File: src/rtl/ast_width_packer_pkg.sv
// rtl/ast_width_packer_pkg.sv - shared FSM state type and empty-count helper for the AST width packer
`timescale 1ns/1ps
package ast_width_packer_pkg;

  typedef enum logic {
    IDLE  = 1'b0,
    ACCUM = 1'b1
  } state_t;

  // Empty bytes on the eop word: the unfilled slices plus the empty bytes of the eop beat.
  function automatic int calc_empty(input int ratio, input int bytes_in, input int slice,
                                    input int snk_empty);
    return (ratio - 1 - slice) * bytes_in + snk_empty;
  endfunction

endpackage

File: src/rtl/ast_src_stage.sv
// rtl/ast_src_stage.sv - source output register of an AST stream with valid/ready hold logic
`timescale 1ns/1ps
module ast_src_stage #(
  parameter int DATA_W    = 128,
  parameter int EMPTY_W   = 4,
  parameter int CHANNEL_W = 8
) (
  input  logic                 clk,
  input  logic                 arst_n,
  input  logic                 load,
  input  logic [DATA_W-1:0]    data,
  input  logic                 sop,
  input  logic                 eop,
  input  logic [EMPTY_W-1:0]   empty,
  input  logic [CHANNEL_W-1:0] channel,
  input  logic                 src_ready,
  output logic                 src_valid,
  output logic [DATA_W-1:0]    src_data,
  output logic                 src_sop,
  output logic                 src_eop,
  output logic [EMPTY_W-1:0]   src_empty,
  output logic [CHANNEL_W-1:0] src_channel
);

  // load is only raised when the register is free or being drained this edge.
  always_ff @(posedge clk or negedge arst_n) begin
    if (!arst_n) begin
      src_valid   <= 1'b0;
      src_data    <= '0;
      src_sop     <= 1'b0;
      src_eop     <= 1'b0;
      src_empty   <= '0;
      src_channel <= '0;
    end else if (load) begin
      src_valid   <= 1'b1;
      src_data    <= data;
      src_sop     <= sop;
      src_eop     <= eop;
      src_empty   <= empty;
      src_channel <= channel;
    end else if (src_ready) begin
      src_valid <= 1'b0;
    end
  end

endmodule

File: src/rtl/ast_width_packer.sv
// rtl/ast_width_packer.sv - packs RATIO narrow Avalon-ST beats into one wide word, carrying sop/eop/empty/channel
`timescale 1ns/1ps
module ast_width_packer
  import ast_width_packer_pkg::*;
#(
  parameter int  DATA_IN_W   = 32,
  parameter int  RATIO       = 4,
  parameter int  CHANNEL_W   = 8,
  localparam int BYTES_IN    = DATA_IN_W / 8,
  localparam int DATA_OUT_W  = DATA_IN_W * RATIO,
  localparam int EMPTY_IN_W  = $clog2(BYTES_IN),
  localparam int EMPTY_OUT_W = $clog2(DATA_OUT_W / 8)
) (
  input  logic                   clk,
  input  logic                   arst_n,
  input  logic [DATA_IN_W-1:0]   snk_data_i,
  input  logic                   snk_startofpacket_i,
  input  logic                   snk_endofpacket_i,
  input  logic                   snk_valid_i,
  input  logic [EMPTY_IN_W-1:0]  snk_empty_i,
  input  logic [CHANNEL_W-1:0]   snk_channel_i,
  output logic                   snk_ready_o,
  output logic [DATA_OUT_W-1:0]  src_data_o,
  output logic                   src_startofpacket_o,
  output logic                   src_endofpacket_o,
  output logic                   src_valid_o,
  output logic [EMPTY_OUT_W-1:0] src_empty_o,
  output logic [CHANNEL_W-1:0]   src_channel_o,
  input  logic                   src_ready_i,
  output logic                   err_o
);

  localparam int BCNT_W = $clog2(RATIO);

  state_t                 state;
  logic [BCNT_W-1:0]      beat_cnt;
  logic [DATA_OUT_W-1:0]  acc;
  logic                   acc_sop;
  logic [CHANNEL_W-1:0]   chan_q;
  logic                   run;
  logic                   err_q;

  logic                   accept, cont, pack, emit, err_next, word_sop;
  logic [BCNT_W-1:0]      slice;
  logic [DATA_OUT_W-1:0]  word;
  logic [EMPTY_OUT_W-1:0] word_empty;
  logic [CHANNEL_W-1:0]   word_chan;

  assign snk_ready_o = run & (!src_valid_o | src_ready_i);
  assign err_o       = err_q;

  // cont: beat extends the open packet; any sop beat restarts at slice 0 with a clean word.
  always_comb begin
    accept = snk_valid_i & snk_ready_o;
    cont   = (state == ACCUM) & !snk_startofpacket_i;
    pack   = accept & (cont | snk_startofpacket_i);
    slice  = cont ? beat_cnt : '0;
    word   = cont ? acc : '0;
    for (int i = 0; i < RATIO; i++) begin
      if (slice == BCNT_W'(i)) word[DATA_OUT_W-1-i*DATA_IN_W -: DATA_IN_W] = snk_data_i;
    end
    emit       = pack & (snk_endofpacket_i | (slice == BCNT_W'(RATIO - 1)));
    word_sop   = cont ? acc_sop : 1'b1;
    word_chan  = cont ? chan_q : snk_channel_i;
    word_empty = snk_endofpacket_i
               ? EMPTY_OUT_W'(calc_empty(RATIO, BYTES_IN, int'(slice), int'(snk_empty_i)))
               : '0;
    err_next   = accept & (((state == IDLE) & !snk_startofpacket_i)
                         | ((state == ACCUM) & snk_startofpacket_i)
                         | (cont & (snk_channel_i != chan_q)));
  end

  always_ff @(posedge clk or negedge arst_n) begin
    if (!arst_n) begin
      state    <= IDLE;
      beat_cnt <= '0;
      acc      <= '0;
      acc_sop  <= 1'b0;
      chan_q   <= '0;
      run      <= 1'b0;
      err_q    <= 1'b0;
    end else begin
      run   <= 1'b1;
      err_q <= err_next;
      if (pack) begin
        if (snk_startofpacket_i) chan_q <= snk_channel_i;
        if (emit) begin
          acc      <= '0;
          acc_sop  <= 1'b0;
          beat_cnt <= '0;
          state    <= snk_endofpacket_i ? IDLE : ACCUM;
        end else begin
          acc      <= word;
          acc_sop  <= word_sop;
          beat_cnt <= slice + 1'b1;
          state    <= ACCUM;
        end
      end
    end
  end

  ast_src_stage #(
    .DATA_W    (DATA_OUT_W),
    .EMPTY_W   (EMPTY_OUT_W),
    .CHANNEL_W (CHANNEL_W)
  ) u_src_stage (
    .clk         (clk),
    .arst_n      (arst_n),
    .load        (emit),
    .data        (word),
    .sop         (word_sop),
    .eop         (snk_endofpacket_i),
    .empty       (word_empty),
    .channel     (word_chan),
    .src_ready   (src_ready_i),
    .src_valid   (src_valid_o),
    .src_data    (src_data_o),
    .src_sop     (src_startofpacket_o),
    .src_eop     (src_endofpacket_o),
    .src_empty   (src_empty_o),
    .src_channel (src_channel_o)
  );

endmodule

File: config.mk
export PLATFORM = sky130hd
export DESIGN_NAME = ast_width_packer
export DESIGN_NICKNAME = d
export VERILOG_FILES = /design/src/rtl/ast_width_packer_pkg.sv /design/src/rtl/ast_src_stage.sv /design/src/rtl/ast_width_packer.sv
export SDC_FILE = /design/constraint.sdc
export NUM_CORES = 1
export LEC_CHECK = 0
export ABC_CLOCK_PERIOD_IN_PS = 2600
export CORE_ASPECT_RATIO = 1.2
export CORE_MARGIN = 4
export CORE_UTILIZATION = 45
export CTS_CLUSTER_SIZE = 8
export DETAILED_ROUTE_END_ITERATION = 6
export GPL_TIMING_DRIVEN = 0
export PLACE_DENSITY = 0.83
export RECOVER_POWER = 25
export SYNTH_ARGS = -nofsm -noshare
export SYNTH_HDL_FRONTEND = slang
export SYNTH_HIERARCHICAL = 1
export SYNTH_SLANG_ARGS = --single-unit
File: constraint.sdc
create_clock -name clk -period 2.6 [get_ports clk]
set_input_delay 0.52 -clock clk [delete_from_list [all_inputs] [get_ports clk]]
set_output_delay 0.52 -clock clk [all_outputs]
set_load 0.005 [all_outputs]
Word level (Yosys, flattened, before mapping). Index checks and enable logic that the tools add are counted.

$add $sub $neg: 3. $mul: 0. Divide/modulo/power cells: 0. $lt $le $gt $ge: 0. Equal/unequal tests: 4. Shifts and indexed selects: 0. Muxes and demuxes: 16. Bitwise operators: 15. Reductions and logical operators: 5.

Operators by type and width (number): two-way mux 128 bit (2); two-way mux 32 bit (4); AND 1 bit (9); two-way mux 8 bit (1); != test 8 bit (1); two-way mux 1 bit (6); OR 1 bit (5); adder 4 x 3 -> 4 bit (1); == test 2 bit (second input constant) (2); two-way mux 2 bit (2); two-way mux 4 bit (1); adder 2 x 1 -> 2 bit (second input constant) (1); == test 2 x 1 -> 1 bit (second input constant) (1); zero test 1 bit (2); zero test 2 bit (1); AND reduction 2 bit (1); nonzero test 2 bit (1); subtractor 2 bit (first input constant) (1); NOT 1 bit (1).

Bits in registers: 285. Latch bits: 0. Bits in writable memories: 0. ROM bits: 0. Input bits: 48. Memories: 0.

Logic depth before layout (Yosys ltp). Gate-level depths: netlist (run 1).

Depth in word-level cells: 7. Gate-level depth with buffers: 14.

By module. Netlist (run 1), hierarchy kept.

Modules (own cells, without submodules): ast_width_packer (instances 1, cells each 728, area an instance 7126.8 sq um, sequential area each 3553.4 sq um); ast_src_stage (instances 1, cells each 303, area an instance 5584.1 sq um, sequential area each 3578.4 sq um).

Least setup slack after synthesis (run 1). OpenSTA, ideal clock, no wires.

Path kind: input to register. Start: in snk_startofpacket_i. End: reg u_src_stage.src_data[100]. Data arrival time: 2.662 ns. Data required time: 2.475 ns. Setup slack: -0.187 ns. Stages: 14. Path buffers: 6. Cells stage by stage: inv_1 ha_1 buf_4 nand2_1 inv_1 ha_1 buf_2 nor2_4 clkbuf_1 nor2_1 buf_6 buf_6 buf_6 mux2_4.

Longest elaborated chain between the ends: 6.

Ends and longest elaborated chain: from (decl) (RTL line ast_width_packer.sv:17) `input logic snk_startofpacket_i,`; zero test 1 bit (RTL line ast_width_packer.sv:55) `cont = (state == ACCUM) & !snk_startofpacket_i;`; AND 1 bit (RTL line ast_width_packer.sv:55); two-way mux 2 bit (RTL line ast_width_packer.sv:57) `slice = cont ? beat_cnt : '0;`; == test 2 bit (RTL line ast_width_packer.sv:62) `emit = pack & (snk_endofpacket_i | (slice == BCNT_W'(RATIO - 1)));`; OR 1 bit (RTL line ast_width_packer.sv:62); AND 1 bit (*) (RTL line ast_width_packer.sv:62); via emit (RTL line ast_width_packer.sv:43) `logic accept, cont, pack, emit, err_next, word_sop;`; to (signal assigned) (RTL line ast_src_stage.sv:36) `src_data <= data;`; to (decl) (RTL line ast_src_stage.sv:18) `output logic [DATA_W-1:0] src_data,`.

The timed path passes the listed nets; every way through them passes the cells marked *. A chain may end at the register's enable or synchronous reset.

Worst setup path after layout (run 1).
Start: reg state. End: reg u_src_stage.src_data[9].

Longest elaborated chain between the ends: 5.

Ends and longest elaborated chain: from (decl) (RTL line ast_width_packer.sv:35) `state_t state;`; from (signal assigned) (RTL line ast_width_packer.sv:91) `state <= snk_endofpacket_i ? IDLE : ACCUM;`; AND 1 bit (*) (RTL line ast_width_packer.sv:55); two-way mux 2 bit (RTL line ast_width_packer.sv:57); == test 2 bit (RTL line ast_width_packer.sv:62); OR 1 bit (RTL line ast_width_packer.sv:62); AND 1 bit (*) (RTL line ast_width_packer.sv:62); via emit (RTL line ast_width_packer.sv:43).

Marked as above.

==> flow_metrics.tcl, run 1 <==
set metrics [dict create \
    outcome "finished with violations" \
    violations "max-capacitance violations, max-slew violations" \
    ioPinCount 193 \
    vdd_drop_max_mv 0.6204 \
    power.switching_uw 3072 \
    grt_max_degree 102 \
    cts_tree "done" \
    fin_nets 1336 \
    root_buffer "clkbuf_16" \
    cts_buffers 41 \
    die_x_um 161.4 \
    antenna_cells 0 \
    antenna_found_initial 0 \
    ys_types 35 \
    grt_pass1_vias 9713 \
    timing.final.crit_share 0.9623 \
    fin_crit_ps 2502 \
    slew_viol_final 90 \
    die_h_um 192.1 \
    synth-edff-count 0 \
    dp_hpwl_mm 24.25 \
    die_area_mm2 0.03101 \
    power_uw 12140 \
    clk_pin_slew_worst_paths_ps 50 \
    drt_iter0_drc 725 \
    fmax_mhz 399.7 \
    grt-ovfl-total 0 \
    synth_area_leaders "dfrtp_1 (56%), mux2_4 (8.2%), mux2_2 (7.9%)" \
    place.gp.congestion 0.8086 \
    yosys.area.top_type_share 0.5611 \
    utilization 0.5902 \
    ant_nets 0 \
    critPathArrivalTime_ps 2890 \
    synth_most_common_cell "dfrtp_1" \
    ys_seq_elements 285 \
    hold_class "reg2reg" \
    async_flop_share 1.000 \
    use_met2 0.3916 \
    first_pass_iters 5 \
    worst-setup-path-type "reg2reg" \
    leakagePower_uw 0.007459 \
    syn_to_final_growth_pct 29.61 \
    placement_rows 67 \
    seq_power_share 0.431 \
    drc_errors 0 \
    start_kind "flop" \
    wire_per_inst_um 21.43 \
    met1_usage 0.2975 \
    rsz0062_at_grt "yes" \
    pre_cts_ws_ps -1013 \
    synthFlopType "dfrtp_1" \
    maxCapViolCount 1 \
    hold_ws_ps 478.8 \
    dr_total_vias 9240 \
    clock-sinks 285 \
    initial_utilization 0.4553 \
    fin_tns_setup_ps 0 \
    cts_hold_buf 0 \
    grt_pass1_wl_mm 55.70 \
    switching_share 0.2531 \
    yosysSeqAreaShare 0.5611 \
    worst_pin_slew_ps 2378 \
    yosys_warnings 6 \
    synth_nets 1085 \
    synth_area_leader_cell "dfrtp_1" \
    top_usage_layer "met2" \
    syn_area_per_cell_um2 12.33 \
    clock_power_share 0.386 \
    layout_setup_ws_ps 97.91 \
    fin_skew_ps 12.50 \
    r2r_slack_ps 100 \
    grt_usage 0.2289 \
    p_comb_frac 0.183 \
    cp_max_fo 10 \
    cp.required_ps 2990 \
    synth_common_cells "dfrtp_1 (285), nand2_1 (198), a22o_1 (103)" \
    htree_levels 2 \
    synth_area_mm2 0.01271 \
    hold_viol_final 0 \
    core_area_mm2 0.02792 \
    p_int_uw 9067 \
    drive_gt1_frac 0.2508 \
    syn_inst 1031 \
    met3_usage 0.04722 \
    wl_mm 35.64 \
    maxSlewHeadroom -0.5852 \
    clk_latency_ps 520 \
    n_fill_cell 2234 \
    io_buffers 192 \
    end_kind "flop" \
    power.density_mw_per_mm2 736.8 \
    post_drt_via_cell_ratio 5.556 \
    clockBufferDepth 3 \
    setup_viol 0 \
]
[worst max-delay path: stages (launching register included)]
cell and delay, ps:
dfrtp_1 420, ha_4 170, buf_8 140, nand2_2 100, inv_2 80, ha_1 160
buf_6 110, nor2_4 40, clkbuf_8 150, nor2_1 120, buf_6 160, buf_4 160
buf_4 210, mux2_2 360
[layer usage]
layer	wire length [um]	part of all wire	vias up
met1	14610	0.41	4729
met2	17810	0.50	354
met5	0	0	-
met4	850	0.024	0
li1	-	-	4097
met3	2358	0.066	60
[repair_timing]
item / CTS / global route
gates cloned: 0 / 1
setup buffers: 8 / 6
endpoints found under the setup margin: 167 / 91
gates resized for setup: 24 / 6
pin swaps: 1 / 1
endpoints found under the hold margin: 0 / 0
[stage by stage]
stage          instances  area, um^2
2_1_floorplan       1031       12730
3_3_place_gp        1602       15130
3_5_place_dp        1604       15190
4_1_cts             1657       16430
5_1_grt             1663       16470
6_report            1663       16470
[power groups by stage]
stage	Combinational, uW	Sequential, uW	Clock [uW]
global route	2390	5290	4960
detailed placement	2180	5290	0
finish	2230	5230	4680
CTS	2230	5230	4760
global placement	2110	5270	0
floorplan	1030	5240	0
[path summary, 6_finish.rpt]
kind | from | end | cells past startpoint
max | state | u_src_stage/src_data[9] | 13
min | acc[89] | acc[89] | 2
max reg2reg | state | u_src_stage/src_data[9] | 13
min reg2reg | acc[89] | acc[89] | 2
max in group asynchronous | arst_n | u_src_stage/src_data[53] | 2
min in group asynchronous | arst_n | u_src_stage/src_channel[1] | 1
[area by class of cell]
class	instances	area, um^2	area share
multi-input combinational	659	5039	0.3058
sequential	285	7132	0.4329
timing repair buffer	208	2078	0.1261
clock buffer	43	1076	0.06531
inverter	5	18.77	0.001139
clock inverter	2	13.76	0.0008354
tap	379	474.2	0.02878
buffer	82	643.1	0.03904
[state kept, by name, summed over array words and instances, names as in the netlist]
name	count
u_src_stage/src_data	128
err_o	1
run	1
beat_cnt	2
acc_sop	1
u_src_stage/src_empty	4
chan_q	8
u_src_stage/src_eop	1
u_src_stage/src_valid	1
u_src_stage/src_channel	8
u_src_stage/src_sop	1
acc	128
state	1
[cell usage in the layout (no fill, tap or decap), drive strengths merged, types with 2 or more instances in the layout]
master / n
a21o: 3
a22o: 125
and2: 6
buf: 76
clkbuf: 66
clkdlybuf4s50: 190
dfrtp: 285
ha: 6
inv: 6
mux2: 158
nand2: 198
nand2b: 2
nand4: 3
nand4b: 2
nor2: 4
nor2b: 35
nor3b: 2
o21ai: 98
o31ai: 2
xnor2: 8
[kinds of logic (layout without fill, tap and decap cells)]
group | count (synthesis) | count (layout) | synth area share
AO/OA/AOI/OAI | 231 | 231 | 0.1323
flip-flops | 285 | 285 | 0.5611
adder cells (fa/ha/maj) | 6 | 6 | 0.005906
AND/OR/NAND/NOR | 255 | 255 | 0.08997
other | 1 | 1 | 0.0002950
buffers and inverters | 87 | 340 | 0.04459
multiplexers | 158 | 158 | 0.1604
XOR/XNOR | 8 | 8 | 0.005513
Note: power is estimated with default switching activity, not from simulation.
==> run 2, diff against run 1 <==
--- a/config.mk
+++ b/config.mk
@@ -9,6 +9,7 @@
 export CORE_ASPECT_RATIO = 1.2
 export CORE_MARGIN = 4
 export CORE_UTILIZATION = 45
+export CTS_CLUSTER_DIAMETER = 150
 export CTS_CLUSTER_SIZE = 8
 export DETAILED_ROUTE_END_ITERATION = 6
 export GPL_TIMING_DRIVEN = 0
==> results of run 2 <==
The final DEF is identical to that of run 1; final timing and power are the same.
